[config.mk]
export PLATFORM = sky130hd
export DESIGN_NAME = muldiv_ctrl
export DESIGN_NICKNAME = d
export VERILOG_FILES = /design/src/rtl/md_pkg.sv /design/src/rtl/div_iter.sv /design/src/rtl/muldiv_ctrl.sv
export SDC_FILE = /design/constraint.sdc
export NUM_CORES = 2
export LEC_CHECK = 0
export CAP_MARGIN = 10
export CORE_MARGIN = 3
export CORE_UTILIZATION = 50
export DETAILED_ROUTE_END_ITERATION = 16
export PLACE_DENSITY = 0.67
export SLEW_MARGIN = 20
export SYNTH_ARGS = -nofsm -noshare
export SYNTH_HDL_FRONTEND = slang
export SYNTH_SLANG_ARGS = --single-unit
[constraint.sdc]
create_clock -name clk -period 9.75 [get_ports clk]
set_clock_uncertainty 0.2 [all_clocks]
set_input_delay 0.975 -clock clk [delete_from_list [all_inputs] [get_ports clk]]
set_output_delay 0.975 -clock clk [all_outputs]
set_load 0.02 [all_outputs]
[src/rtl/md_pkg.sv]
// md_pkg: shared op/state types and helpers for the multiply/divide sequencer.
package md_pkg;
  typedef enum logic [3:0] {
    MD_NONE, MD_MULT, MD_MULTU, MD_DIV, MD_DIVU,
    MD_MADD, MD_MADDU, MD_MSUB, MD_MSUBU, MD_MUL
  } MdOpType;
  typedef enum logic [1:0] {S_IDLE, S_MUL, S_DIV, S_DONE} MdStateType;
  localparam int DIV_BITS_DEF = 1;
  localparam int DIV_CYCLES = 32 / DIV_BITS_DEF;
  function automatic logic is_div(MdOpType op);
    return op == MD_DIV || op == MD_DIVU;
  endfunction
  function automatic logic is_signed(MdOpType op);
    return op inside {MD_MULT, MD_DIV, MD_MADD, MD_MSUB, MD_MUL};
  endfunction
endpackage

[src/rtl/div_iter.sv]
// div_iter: unsigned restoring divider, DIV_BITS quotient bits per cycle.
// o_quot/o_rem show the values after the current cycle's step, so o_done marks the final one.
module div_iter import md_pkg::*; #(
  parameter int DIV_BITS = DIV_BITS_DEF
) (
  input  logic        clk,
  input  logic        rst,
  input  logic        i_start,
  input  logic [31:0] i_dividend,
  input  logic [31:0] i_divisor,
  output logic [31:0] o_quot,
  output logic [31:0] o_rem,
  output logic        o_done
);
  localparam int N = 32 / DIV_BITS;
  logic [31:0] r_quot, r_rem, r_div, w_q, w_r;
  logic [32:0] w_sh;
  logic [4:0]  r_cnt;
  logic        r_busy;
  always_comb begin
    w_q  = r_quot;
    w_r  = r_rem;
    w_sh = '0;
    for (int i = 0; i < DIV_BITS; i++) begin
      w_sh = {w_r, w_q[31]};
      w_q  = {w_q[30:0], 1'b0};
      if (w_sh >= {1'b0, r_div}) begin
        w_sh   = w_sh - {1'b0, r_div};
        w_q[0] = 1'b1;
      end
      w_r = w_sh[31:0];
    end
  end
  assign o_quot = w_q;
  assign o_rem  = w_r;
  assign o_done = r_busy && r_cnt == 5'(N - 1);
  always_ff @(posedge clk) begin
    if (rst) begin
      r_quot <= '0;
      r_rem  <= '0;
      r_div  <= '0;
      r_cnt  <= '0;
      r_busy <= 1'b0;
    end else if (i_start) begin
      r_quot <= i_dividend;
      r_rem  <= '0;
      r_div  <= i_divisor;
      r_cnt  <= '0;
      r_busy <= 1'b1;
    end else if (r_busy) begin
      r_quot <= w_q;
      r_rem  <= w_r;
      r_cnt  <= r_cnt + 5'd1;
      r_busy <= !o_done;
    end
  end
endmodule

[src/rtl/muldiv_ctrl.sv]
// muldiv_ctrl: multi-cycle mult/div sequencer in EXE, producing a one-shot HI/LO (or MUL rd) result.
module muldiv_ctrl import md_pkg::*; #(
  parameter int MUL_LAT  = 2,
  parameter int DIV_BITS = DIV_BITS_DEF
) (
  input  logic        clk,
  input  logic        rst,
  input  logic [3:0]  EXE_MdOp,
  input  logic        EXE_MdValid,
  input  logic [31:0] EXE_SrcA,
  input  logic [31:0] EXE_SrcB,
  input  logic [31:0] EXE_HiIn,
  input  logic [31:0] EXE_LoIn,
  input  logic        Flush,
  input  logic        Stall_in,
  output logic        MD_Busy,
  output logic        MD_Valid,
  output logic        MD_HiLoWr,
  output logic [31:0] MD_Hi,
  output logic [31:0] MD_Lo
);
  MdStateType  r_state, w_next;
  MdOpType     r_op, w_op;
  logic [31:0] r_a, r_b, r_hi_in, r_lo_in, r_hi, r_lo;
  logic [31:0] w_mag_a, w_mag_b, w_quot, w_rem, w_quo_fix, w_rem_fix;
  logic [63:0] w_prod, w_acc, w_res;
  logic [2:0]  r_cnt;
  logic        w_start, w_mul_last, w_div_done, w_sa, w_ds;
  assign w_op       = MdOpType'(EXE_MdOp);
  assign w_start    = r_state == S_IDLE && EXE_MdValid && w_op != MD_NONE && !Flush;
  assign w_mul_last = r_state == S_MUL && r_cnt == 3'(MUL_LAT - 1);
  assign w_sa       = is_signed(r_op);
  assign w_prod     = {{32{w_sa & r_a[31]}}, r_a} * {{32{w_sa & r_b[31]}}, r_b};
  assign w_acc      = {r_hi_in, r_lo_in};
  assign w_res      = r_op inside {MD_MADD, MD_MADDU} ? w_acc + w_prod :
                      r_op inside {MD_MSUB, MD_MSUBU} ? w_acc - w_prod : w_prod;
  // The divider core sees magnitudes straight from EXE so it can load on the start edge.
  assign w_ds       = is_signed(w_op);
  assign w_mag_a    = w_ds && EXE_SrcA[31] ? -EXE_SrcA : EXE_SrcA;
  assign w_mag_b    = w_ds && EXE_SrcB[31] ? -EXE_SrcB : EXE_SrcB;
  assign w_quo_fix  = r_b == '0 ? '1 : w_sa && (r_a[31] ^ r_b[31]) ? -w_quot : w_quot;
  assign w_rem_fix  = r_b == '0 ? r_a : w_sa && r_a[31] ? -w_rem : w_rem;
  div_iter #(.DIV_BITS(DIV_BITS)) u_div (
    .clk        (clk),
    .rst        (rst),
    .i_start    (w_start && is_div(w_op)),
    .i_dividend (w_mag_a),
    .i_divisor  (w_mag_b),
    .o_quot     (w_quot),
    .o_rem      (w_rem),
    .o_done     (w_div_done)
  );
  always_ff @(posedge clk) begin
    if (rst) r_state <= S_IDLE;
    else     r_state <= w_next;
  end
  always_comb begin
    w_next = Flush ? S_IDLE :
             r_state == S_IDLE ? (w_start ? (is_div(w_op) ? S_DIV : S_MUL) : S_IDLE) :
             r_state == S_MUL  ? (w_mul_last ? S_DONE : S_MUL) :
             r_state == S_DIV  ? (w_div_done ? S_DONE : S_DIV) :
             (Stall_in ? S_DONE : S_IDLE);
  end
  always_comb begin
    MD_Busy   = !Flush && (w_start || r_state == S_MUL || r_state == S_DIV);
    MD_Valid  = !Flush && r_state == S_DONE;
    MD_HiLoWr = MD_Valid && r_op != MD_MUL;
    MD_Hi     = r_hi;
    MD_Lo     = r_lo;
  end
  always_ff @(posedge clk) begin
    if (rst) begin
      r_op    <= MD_NONE;
      r_a     <= '0;
      r_b     <= '0;
      r_hi_in <= '0;
      r_lo_in <= '0;
      r_cnt   <= '0;
      r_hi    <= '0;
      r_lo    <= '0;
    end else begin
      if (w_start) begin
        r_op    <= w_op;
        r_a     <= EXE_SrcA;
        r_b     <= EXE_SrcB;
        r_hi_in <= EXE_HiIn;
        r_lo_in <= EXE_LoIn;
        r_cnt   <= '0;
      end else if (r_state == S_MUL) r_cnt <= r_cnt + 3'd1;
      if (!Flush && w_mul_last) {r_hi, r_lo} <= w_res;
      if (!Flush && r_state == S_DIV && w_div_done) begin
        r_hi <= w_rem_fix;
        r_lo <= w_quo_fix;
      end
    end
  end
endmodule

==> results.md <==
* Outcome: finished, violations left
* Violated checks: negative setup slack
* Syn_nets at 9,331
* WL/cell at 23.0 um
* CTS buffer count at 39
* Post-route ant nets at 0
* Worst relative slew slack at 27.9%
* Pin count of the biggest net entering global routing at 134
* Max incr delay on CP at 630 ps
* Achievable Freq at 0.0969 GHz
* Main synth FF type: dfxtp_1
* DR pass1 iterations at 8
* Die Y at 361 um
* Synth-to-layout area growth at 26.8%
* Clock sinks at 303
* Reg-to-Reg End: MD_Hi[27]
* Pwr Density at 89.1 nW/um2
* Mapped Avg Cell Area at 8.19 um2
* Leading area contributor after synthesis: fa_1
* Worst EP arrival at 10,670 ps
* Final WL at 236 mm
* Starting density of the core at 50.6%
* Worst-path clk slew at 60 ps
* Via/cell ratio at 5.74
* Clock latency on the worst-skew pair at 610 ps
* Final Max Tran Viols at 0
* Top-area cell type share of the netlist area at 35.9%
* R2r startpoint: r_op[3]
* Hold Crit Class: flop to flop
* IO Count at 204
* Slack of the critical path at -572 ps
* CP max FO at 7
* Worst setup EP type: flop
* RSZ-0062 raised after global routing: true
* GPL Wtd Cong at 0.989
* CP Class: flop to flop
* Vias in the first global route at 59,900
* Die area at 130,000 um2
* DRC Markers at 0
* Worst EP required at 10,090 ps
* CP top delay family: adder cells
* Worst IR drop on VDD at 115 uV
* Clock root cell: clkbuf_16
* Most common cell on crit path: fa_1
* Initial antenna violation count at 8
* R2r setup slk at -570 ps
* Post-DP Area at 73,900 um2
* Worst slew pin tran at 1070 ps
* Iteration-0 DRC Markers at 4,994
* Core Region at 124,000 um2
* Yosys reg bits at 303
* Max-Cap Viols at 0
* Overall Global Routing Usage at 35.6%
* Synth warn at 0
* Final hold violation count at 0
* # nets final at 10,300
* Reg2reg path depth at 43
* PortBufs at 203
* Mapped cell area at 62,900 um2
* CP max stage cell: fa_2
* Via Count at 58,900
* CP endpoint: MD_Hi[27]
* Buf+Inv Stages, Crit Path at 12
* Synth top cells by count: 1,277 x inv_1, 1,244 x nand2_1, 1,128 x fa_1, 467 x clkbuf_1, 465 x a21oi_1
* Hold_ws at 256 ps
* Minimum clock period at 10,320 ps
* Yosys cell types at 109
* Gate Count Post-Synth at 7,682
* Final period utilization at 106%
* Leak Pwr at 34.9 nW
* First-pass GRT wire length at 357 mm
* Total Power at 0.00711 W
* Startpoint type of the worst setup path: flop
* Remaining Overflow, GRT at 0
* Layout cells sized above 1 at 21.3%
* Final Cell Area at 79,800 um2
* Seq/Total Area, Yosys at 9.64%
* Post-synthesis async set-or-reset flop share at 0%
* CTS HTree Levels at 2
* Horiz. Die Dim at 361 um
* Post-layout util at 64.2%
* Most common cell in the netlist: inv_1
* Worst path depth at 43
* Clock Path Buffers at 3
* Main area contributors after synthesis: fa_1 36%, dfxtp_1 9.6%, ha_1 7.6%, inv_1 7.6%, nand2_1 7.4%
* Std cell rows at 129
* Placement Setup Slack at -1490 ps
* Post-synth EDFFs at 0
* Final setup viols at 21
* CTS tree: done
* Post-DP HPWL at 192 mm
* Critical Path Source: r_op[3]
==> worst reg2reg max path: cells and delay by family (launching register included) <==
| kind | cells | cell delay [ps] |
|---|---|---|
| flip-flops | 1 | 350 |
| AND/OR/NAND/NOR | 7 | 1630 |
| adder cells (fa/ha/maj) | 10 | 4730 |
| AO/OA/AOI/OAI | 13 | 2020 |
| buffers and inverters | 12 | 1140 |
| XOR/XNOR | 1 | 190 |
==> metal layers <==
metal	up-vias	GRT usage, %	routed length, um
li1	26300	-	-
met1	29500	44.8	90800
met2	2450	58.8	110000
met3	682	6.24	18300
met4	10	19.0	16900
met5	-	0	68
==> cell usage in the layout, fill, tap and decap left out, types with 26 or more instances in the layout <==
| master | Yosys | final |
|---|---|---|
| clkdlybuf4s50_1 | 0 | 202 |
| nor2_1 | 430 | 402 |
| inv_1 | 1277 | 1231 |
| buf_4 | 3 | 1004 |
| buf_6 | 2 | 74 |
| xor2_1 | 102 | 98 |
| o211ai_1 | 35 | 35 |
| nand2_1 | 1244 | 1220 |
| nor3_1 | 91 | 77 |
| and2_1 | 310 | 289 |
| nand3_1 | 70 | 59 |
| o22ai_1 | 34 | 30 |
| a21oi_2 | 1 | 59 |
| nand4_1 | 31 | 31 |
| mux2i_1 | 63 | 63 |
| o21ai_0 | 180 | 150 |
| a21oi_1 | 465 | 394 |
| ha_4 | 0 | 52 |
| a21o_1 | 74 | 72 |
| fa_2 | 0 | 39 |
| nor4_1 | 48 | 34 |
| ha_1 | 384 | 323 |
| dfxtp_2 | 0 | 26 |
| nor2b_1 | 33 | 28 |
| o21bai_1 | 54 | 47 |
| o31ai_1 | 40 | 28 |
| fa_1 | 1128 | 1089 |
| and3_1 | 33 | 29 |
| o221ai_1 | 35 | 28 |
| a31oi_1 | 46 | 37 |
| buf_12 | 0 | 75 |
| inv_2 | 0 | 43 |
| a211oi_1 | 123 | 109 |
| a221oi_1 | 48 | 29 |
| xnor2_1 | 136 | 119 |
| dfxtp_1 | 303 | 268 |
| clkbuf_16 | 0 | 41 |
==> state kept, by name, indices dropped and copies added (netlist names) <==
name,cells
u_div.r_quot,32
r_cnt,3
MD_Lo,32
r_op,4
u_div.r_div,32
u_div.r_busy,1
u_div.r_cnt,5
u_div.r_rem,32
r_a,32
MD_Hi,32
r_lo_in,32
r_b,32
r_state,2
r_hi_in,32
==> per-stage QoR <==
stage	std cells	TNS, ps
2_1_floorplan	7682	-3.59
3_3_place_gp	10100	-24380
3_5_place_dp	10100	-26650
4_1_cts	10200	-3740
5_1_grt	10300	-13130
6_report	10300	-6100
==> logic make-up after synthesis <==
kind of cell             after synthesis  share of synthesized area (%)
AO/OA/AOI/OAI                       1371                           14.5
XOR/XNOR                             238                           3.31
AND/OR/NAND/NOR                     2418                           17.3
multiplexers                          68                           1.09
buffers and inverters               1772                           10.7
adder cells (fa/ha/maj)             1512                           43.5
flip-flops                           303                           9.64
==> where the power goes <==
part / switching, W / internal, W / total, W
sequential: 0.0000553 / 0.00127 / 0.00133
clock: 0.000680 / 0.000894 / 0.00157
combinational: 0.00241 / 0.00179 / 0.00421
==> worst min-delay path by stage <==
| stage | from | end | slack [ps] | depth (start not counted) |
|---|---|---|---|---|
| final | MD_Lo[13] | MD_Lo[13] | 260 | 2 |
| after global routing | MD_Lo[7] | MD_Lo[7] | 280 | 2 |
| after CTS | MD_Lo[14] | MD_Lo[14] | 260 | 2 |
| after detailed placement | MD_Lo[7] | MD_Lo[7] | 250 | 2 |
| after global placement | MD_Lo[13] | MD_Lo[13] | 250 | 2 |
| after floorplan | u_div.r_div[0] | u_div.r_div[0] | 240 | 2 |
==> repair_timing <==
| item | CTS | global route |
|---|---|---|
| gates cloned | 0 | 2 |
| pin swaps | 170 | 180 |
| resized for setup | 401 | 345 |
| hold buffers | 0 | 0 |
| setup buffers | 83 | 71 |
| endpoints found under the setup margin | 37 | 44 |
==> layout make-up <==
cell class | count | area, um2
multi-input cells | 5607 | 53300
fillers | 10600 | 44500
repair buffers | 1370 | 12200
flip-flops and latches | 303 | 6130
inverters | 1282 | 4830
well taps | 1637 | 2050
clock buffers | 57 | 1160
clock inverters | 13 | 189
diodes | 2 | 5.00
(Power assumes the default switching activity.)
